==> config.mk <==
export PLATFORM = sky130hd
export DESIGN_NAME = ysyx_23060236_hazard_ctrl
export DESIGN_NICKNAME = d
export VERILOG_FILES = /design/src/rtl/ysyx_23060236_hazard_ctrl_pkg.sv /design/src/rtl/ysyx_23060236_sb_cnt.sv /design/src/rtl/ysyx_23060236_hazard_ctrl.sv
export SDC_FILE = /design/constraint.sdc
export NUM_CORES = 1
export LEC_CHECK = 0
export CAP_MARGIN = 15
export CORE_ASPECT_RATIO = 1.4
export CORE_MARGIN = 1
export CORE_UTILIZATION = 60
export DETAILED_ROUTE_END_ITERATION = 10
export PLACE_DENSITY_LB_ADDON = 0.15
export SYNTH_ARGS = -nofsm -noshare
export SYNTH_HDL_FRONTEND = slang
export SYNTH_SLANG_ARGS = --single-unit
export TNS_END_PERCENT = 20
==> constraint.sdc <==
create_clock -name clock -period 4 [get_ports clock]
set_input_delay 0.6 -clock clock [delete_from_list [all_inputs] [get_ports clock]]
set_output_delay 0.6 -clock clock [all_outputs]
set_load 0.02 [all_outputs]
==> src/rtl/ysyx_23060236_hazard_ctrl_pkg.sv <==
// ysyx_23060236_hazard_ctrl_pkg: shared constants for the RV32E issue scoreboard
//   NREG_DEFAULT  - architectural registers tracked (x0 never tracked)
//   CNT_W_DEFAULT - width of each per-register pending-write counter
//   REG_W         - register index width
//   X0            - index of the hard-wired zero register
package ysyx_23060236_hazard_ctrl_pkg;
    localparam int NREG_DEFAULT  = 16;
    localparam int CNT_W_DEFAULT = 2;
    localparam int REG_W         = 4;
    localparam logic [REG_W-1:0] X0 = '0;
endpackage

==> src/rtl/ysyx_23060236_sb_cnt.sv <==
// ysyx_23060236_sb_cnt: pending-write counter for one architectural register
//   clock, reset           - clock, asynchronous active-low reset
//   inc                    - an instruction writing this register issues
//   dec_wb, dec_kill       - a pending write retires / is squashed
//   cnt                    - outstanding writes
//   err                    - sticky: a decrement was attempted below zero
module ysyx_23060236_sb_cnt #(
    parameter int CNT_W = 2
) (
    input  logic             clock,
    input  logic             reset,
    input  logic             inc,
    input  logic             dec_wb,
    input  logic             dec_kill,
    output logic [CNT_W-1:0] cnt,
    output logic             err
);
    logic [CNT_W-1:0] cnt_d, cnt_q;
    logic             err_d, err_q;
    logic [CNT_W:0]   sum;
    // One extra bit holds the sign; the range is -2..max, so the top bit marks underflow.
    always_comb begin
        sum   = {1'b0, cnt_q} + (CNT_W+1)'(inc) - (CNT_W+1)'(dec_wb) - (CNT_W+1)'(dec_kill);
        cnt_d = sum[CNT_W] ? '0 : sum[CNT_W-1:0];
        err_d = err_q | sum[CNT_W];
    end
    always_ff @(posedge clock or negedge reset) begin
        if (!reset) begin
            cnt_q <= '0;
            err_q <= 1'b0;
        end else begin
            cnt_q <= cnt_d;
            err_q <= err_d;
        end
    end
    assign cnt = cnt_q;
    assign err = err_q;
endmodule

==> src/rtl/ysyx_23060236_hazard_ctrl.sv <==
// ysyx_23060236_hazard_ctrl: scoreboard issue controller between decode and execute
//   clock, reset                        - clock, asynchronous active-low reset
//   issue_valid/issue_ready             - decoded instruction handshake
//   rs1, rs2, need_rs1, need_rs2        - sources read by the decoded instruction
//   rd, reg_wen                         - its destination
//   wb_valid, wb_rd, wb_wen             - retiring write
//   kill_valid, kill_rd, kill_wen       - squashed in-flight instruction
//   fwd_rs1, fwd_rs2                    - take source from the writeback value
//   busy_mask                           - registers with pending writes
//   sb_err                              - sticky counter underflow flag
//   perf_stall_cycles/events            - only with YSYX_23060236_HAZARD_PERF_EN defined
module ysyx_23060236_hazard_ctrl
    import ysyx_23060236_hazard_ctrl_pkg::*;
#(
    parameter int NREG  = NREG_DEFAULT,
    parameter int CNT_W = CNT_W_DEFAULT
) (
    input  logic             clock,
    input  logic             reset,
    input  logic             issue_valid,
    output logic             issue_ready,
    input  logic [REG_W-1:0] rs1,
    input  logic [REG_W-1:0] rs2,
    input  logic             need_rs1,
    input  logic             need_rs2,
    input  logic [REG_W-1:0] rd,
    input  logic             reg_wen,
    input  logic             wb_valid,
    input  logic [REG_W-1:0] wb_rd,
    input  logic             wb_wen,
    input  logic             kill_valid,
    input  logic [REG_W-1:0] kill_rd,
    input  logic             kill_wen,
    output logic             fwd_rs1,
    output logic             fwd_rs2,
    output logic [NREG-1:0]  busy_mask,
    output logic             sb_err
`ifdef YSYX_23060236_HAZARD_PERF_EN
    ,
    output logic [31:0]      perf_stall_cycles,
    output logic [31:0]      perf_stall_events
`endif
);
    logic [NREG-1:0] wb_hit, kill_hit, inc, cnt_one, cnt_full, err;
    logic            fire, blk1, blk2, rd_full;
    assign wb_hit[0]    = 1'b0;
    assign kill_hit[0]  = 1'b0;
    assign inc[0]       = 1'b0;
    assign cnt_one[0]   = 1'b0;
    assign cnt_full[0]  = 1'b0;
    assign err[0]       = 1'b0;
    assign busy_mask[0] = 1'b0;
    for (genvar i = 1; i < NREG; i++) begin : g_cnt
        logic [CNT_W-1:0] cnt;
        assign wb_hit[i]   = wb_valid & wb_wen & (wb_rd == REG_W'(i));
        assign kill_hit[i] = kill_valid & kill_wen & (kill_rd == REG_W'(i));
        assign inc[i]      = fire & reg_wen & (rd == REG_W'(i));
        ysyx_23060236_sb_cnt #(.CNT_W(CNT_W)) u_cnt (
            .clock    (clock),
            .reset    (reset),
            .inc      (inc[i]),
            .dec_wb   (wb_hit[i]),
            .dec_kill (kill_hit[i]),
            .cnt      (cnt),
            .err      (err[i])
        );
        assign busy_mask[i] = |cnt;
        assign cnt_one[i]   = cnt == CNT_W'(1);
        assign cnt_full[i]  = &cnt;
    end
    // A source whose last pending write retires this cycle is not a hazard: it is bypassed.
    always_comb begin
        fwd_rs1     = need_rs1 & (rs1 != X0) & cnt_one[rs1] & wb_hit[rs1];
        fwd_rs2     = need_rs2 & (rs2 != X0) & cnt_one[rs2] & wb_hit[rs2];
        blk1        = need_rs1 & (rs1 != X0) & busy_mask[rs1] & ~fwd_rs1;
        blk2        = need_rs2 & (rs2 != X0) & busy_mask[rs2] & ~fwd_rs2;
        rd_full     = reg_wen & (rd != X0) & cnt_full[rd];
        issue_ready = ~blk1 & ~blk2 & ~rd_full & ~kill_valid;
        fire        = issue_valid & issue_ready;
    end
    assign sb_err = |err;
`ifdef YSYX_23060236_HAZARD_PERF_EN
    logic        stall, stall_prev_d, stall_prev_q;
    logic [31:0] cycles_d, cycles_q, events_d, events_q;
    always_comb begin
        stall        = issue_valid & ~issue_ready;
        stall_prev_d = stall;
        cycles_d     = cycles_q + 32'(stall);
        events_d     = events_q + 32'(stall & ~stall_prev_q);
    end
    always_ff @(posedge clock or negedge reset) begin
        if (!reset) begin
            stall_prev_q <= 1'b0;
            cycles_q     <= '0;
            events_q     <= '0;
        end else begin
            stall_prev_q <= stall_prev_d;
            cycles_q     <= cycles_d;
            events_q     <= events_d;
        end
    end
    assign perf_stall_cycles = cycles_q;
    assign perf_stall_events = events_q;
`endif
endmodule

==> results.yml <==
worst_setup_path:
  cp_common_cell: "clkdlybuf4s50_1"
  required_ns: 3.40
  path_cells: "clkdlybuf4s50_1 > or2b_1 > a21oi_1 > or4_1 > mux4_2 > o22ai_4 > nor3_2 > clkdlybuf4s50_1"
  r2r_cells: 11
  cp_max_fo: 7
  crit_family: "buffers and inverters"
  r2r_setup_slack_ns: 0.83
  cp.arrival_ns: 3.31
  endpoint_kind: "output pin"
  critPathMaxStageDelay_ns: 0.61
  crit-reg2reg-capture: "g_cnt[12].u_cnt.cnt[0]"
  rr_startpoint: "g_cnt[4].u_cnt.cnt[0]"
  crit_path_top_delay_cell: "clkdlybuf4s50_1"
  startpoint: "rd[1]"
  cp-start-kind: "primary input"
  criticalPathCategory: "primary input to output pin"
  worst-path-buf-inv: 2
synthesis:
  synth-seq-cells: 45
  ys_seq_area_share_pct: 26.1
  syn_area_mm2: 0.00431
  synth-edff-count: 0
  synth_top_area_cell: "dfrtp_1"
  synth_top_area_share_pct: 26.1
  ys.flop_type: "dfrtp_1"
  synth_top_cells_by_area: "dfrtp_1 (26%), ha_1 (13%), fa_1 (7.0%)"
  yosysUniqueCellTypes: 59
  yosys_warnings: 0
  async_flop_share_pct: 100
  synth_fp_nets: 561
  synth.avg_cell_area_um2: 9.15
  synthCells: 471
routing:
  drt-pass1-iter-count: 5
  drc: 0
  drt_iter0_drc: 245
  ant_nets: 0
  wl_mm: 11.8
  post_drt_wl_per_cell_um: 18.9
  num_vias: 3756
  viasPerCell: 5.99
global_route:
  grt_pass1_vias: 3676
  grt_overflow: 0
  antenna_found_initial: 0
  grt_max_degree: 46
  grt_pass1_wl_mm: 18.2
  globalRouteTotalUtil_pct: 33.6
placement:
  dpl.hpwl_mm: 9.78
  portBuffers: 48
  post-place-ws_ns: 0.00891
  dp_cells: 619
  placed_area_mm2: 0.00498
  gp_congestion: 0.926
timing:
  skew_ns: 0.00984
  setup_violations: 0
  rsz0062_at_grt: "false"
  finalSetupTns_ns: 0
  maxSlewHeadroom_pct: 30.4
  setup_ws_ns: 0.0865
  max_freq_mhz: 256
  final-hold-violation-count: 0
  min_period_ns: 3.91
  hold_ws_ns: 0.466
  timing.final.max_slew_violations: 0
  worst_slew_pin_slew_ns: 1.04
  period_share_pct: 97.8
status:
  status: "finished, final reports clean"
floorplan:
  dieArea_mm2: 0.00753
  io_pins: 50
  start_util_pct: 62.1
  die_h_um: 102
  rows: 36
  core_mm2: 0.00694
  die_w_um: 73.6
clocking:
  cts_made_buffers: 5
  cts_tree: "yes"
  insertion_delay_ns: 0.31
  cts-hold-fix-buffers: 0
  cts.sinks: 45
  post-cts-setup-buffer-count: 0
  clockRootBuffer: "clkbuf_8"
  htree_num_levels: 2
  cts_resized: 0
  cts.path.max_buffers: 2
  clkSlewWorstSetupHoldPaths_ns: 0.08
layout:
  regArea_mm2: 0.00113
  syn2layout_area_growth_pct: 18.4
  multi_input_area_mm2: 0.00284
  n_antenna_cell: 0
  layoutNonFillerInstCount: 627
  drive_gt1_share_pct: 11.8
  final_area_mm2: 0.00510
  nFillCells: 553
  nets: 621
worst_hold_path:
  hp-class: "primary input to asynchronous set/reset pin"
run:
  max_cap_violations: 0
power_and_ir_drop:
  power.leakage_nw: 2.33
  power_frac_seq_pct: 37.8
  pwr-share-comb_pct: 48.0
  vdd_drop_max_mv: 0.411
  power.share.clock_pct: 14.2
  p_per_area_mw_per_mm2: 513
  p_sw_w: 0.00112
  swShare_pct: 42.6
  p_int_w: 0.00150
-- worst reg2reg max path, delay by kind of cell (launching register included) --
family / cells / cell delay, ns
AOI/OAI and AO/OA: 2 / 0.32
xor gates and xnor gates: 1 / 0.22
adders and majority gates: 2 / 0.36
buffers and inverters: 2 / 0.40
DFF: 1 / 0.54
muxes: 1 / 0.50
and+or+nand+nor: 3 / 0.76
-- cells in the final DEF (no fill, tap or decap), types with 4 or more instances in the layout --
cell             netlist  routed
fa_1                  15      15
nand2_1               38      38
a311oi_1               4       4
nor3b_1               11      11
nand3_1               11      11
mux4_2                 8       8
and2_1                31      31
nor4b_1                4       4
clkbuf_8               0       6
buf_4                  4      24
a31oi_1                5       5
nor2b_1                8       8
nor4_1                 8       8
or3_1                  5       5
clkdlybuf4s50_1        0      47
nor2_1                20      20
ha_1                  45      45
dfrtp_1               45      45
nand2b_1              24      24
or2_2                  5       5
a21oi_1               17      17
xnor2_1               20      20
nor4bb_1               5       5
nor3_1                10      10
nor3_2                 9       9
a211oi_1               7       7
inv_1                 58      58
-- per-stage QoR --
stage	total power [W]	utilization [%]
CTS	0.00262	73.6
finish	0.00262	73.6
global placement	0.00219	71.8
floorplan	0.00172	-
global route	0.00281	73.6
detailed placement	0.00225	71.8
-- flip-flops by register name, summed over array words and instances, names as in the netlist --
signal / flops
g_cnt.u_cnt.cnt: 30
g_cnt.u_cnt.err: 15
-- cells by family after synthesis --
group                      Yosys count  share of synthesized area [%]
other                                1                         0.0870
adders and majority gates           60                           20.0
xor gates and xnor gates            21                           4.27
and+or+nand+nor                    208                           28.9
DFF                                 45                           26.1
buffers and inverters               78                           7.87
muxes                                8                           4.18
AOI/OAI and AO/OA                   50                           8.48
-- power groups by stage --
stage	Clock [W]	Combinational [W]	Sequential, W
after floorplan	0	0.000857	0.000863
after global placement	0	0.00120	0.000991
after detailed placement	0	0.00126	0.000995
after CTS	0.000372	0.00126	0.000986
after global routing	0.000386	0.00140	0.00102
final	0.000371	0.00126	0.000990
-- final cells by class --
class / count / share of cell area (%)
Timing Repair Buffer: 73 / 13.2
Tap cell: 95 / 2.33
Sequential cell: 45 / 22.1
Inverter: 58 / 4.27
Multi-Input combinational cell: 348 / 55.7
Clock buffer: 6 / 1.62
Clock inverter: 2 / 0.736
-- routing by layer --
metal / GRT usage (%) / vias up / share of wire, %
met5: 0 / - / 0
met4: 20.7 / 0 / 5.7
met3: 3.55 / 51 / 5.0
met2: 57.6 / 159 / 51
met1: 39.9 / 1814 / 39
li1: - / 1732 / -
-- cells in the mapped netlist (all sizes together) (2+ instances only) --
| cell | instances |
|---|---|
| o31ai | 2 |
| and2 | 31 |
| nor3b | 11 |
| a31oi | 5 |
| nor4bb | 5 |
| a211oi | 7 |
| nor2 | 20 |
| nor4 | 9 |
| a311oi | 4 |
| mux4 | 8 |
| dfrtp | 45 |
| or2 | 5 |
| o22ai | 2 |
| a21oi | 17 |
| nand4 | 2 |
| or2b | 3 |
| a22oi | 2 |
| nand2 | 39 |
| clkbuf | 8 |
| and4b | 2 |
| ha | 45 |
| and3 | 2 |
| xnor2 | 20 |
| nand3b | 2 |
| inv | 58 |
| or4 | 3 |
| nand3 | 11 |
| buf | 12 |
| nand2b | 24 |
| nor2b | 8 |
| nor3 | 19 |
| or3 | 5 |
| fa | 15 |
| nor4b | 5 |
-- worst max-delay path by stage --
stage | to | slack, ns | depth (start not counted)
detailed placement | g_cnt[12].u_cnt.err | 0.009 | 13
global route | issue_ready | 0.03 | 9
finish | issue_ready | 0.09 | 8
global placement | g_cnt[12].u_cnt.cnt[0] | 0.09 | 13
CTS | issue_ready | 0.08 | 8
floorplan | g_cnt[6].u_cnt.cnt[0] | 0.92 | 12
No activity file was read; power rests on OpenSTA's default activity.
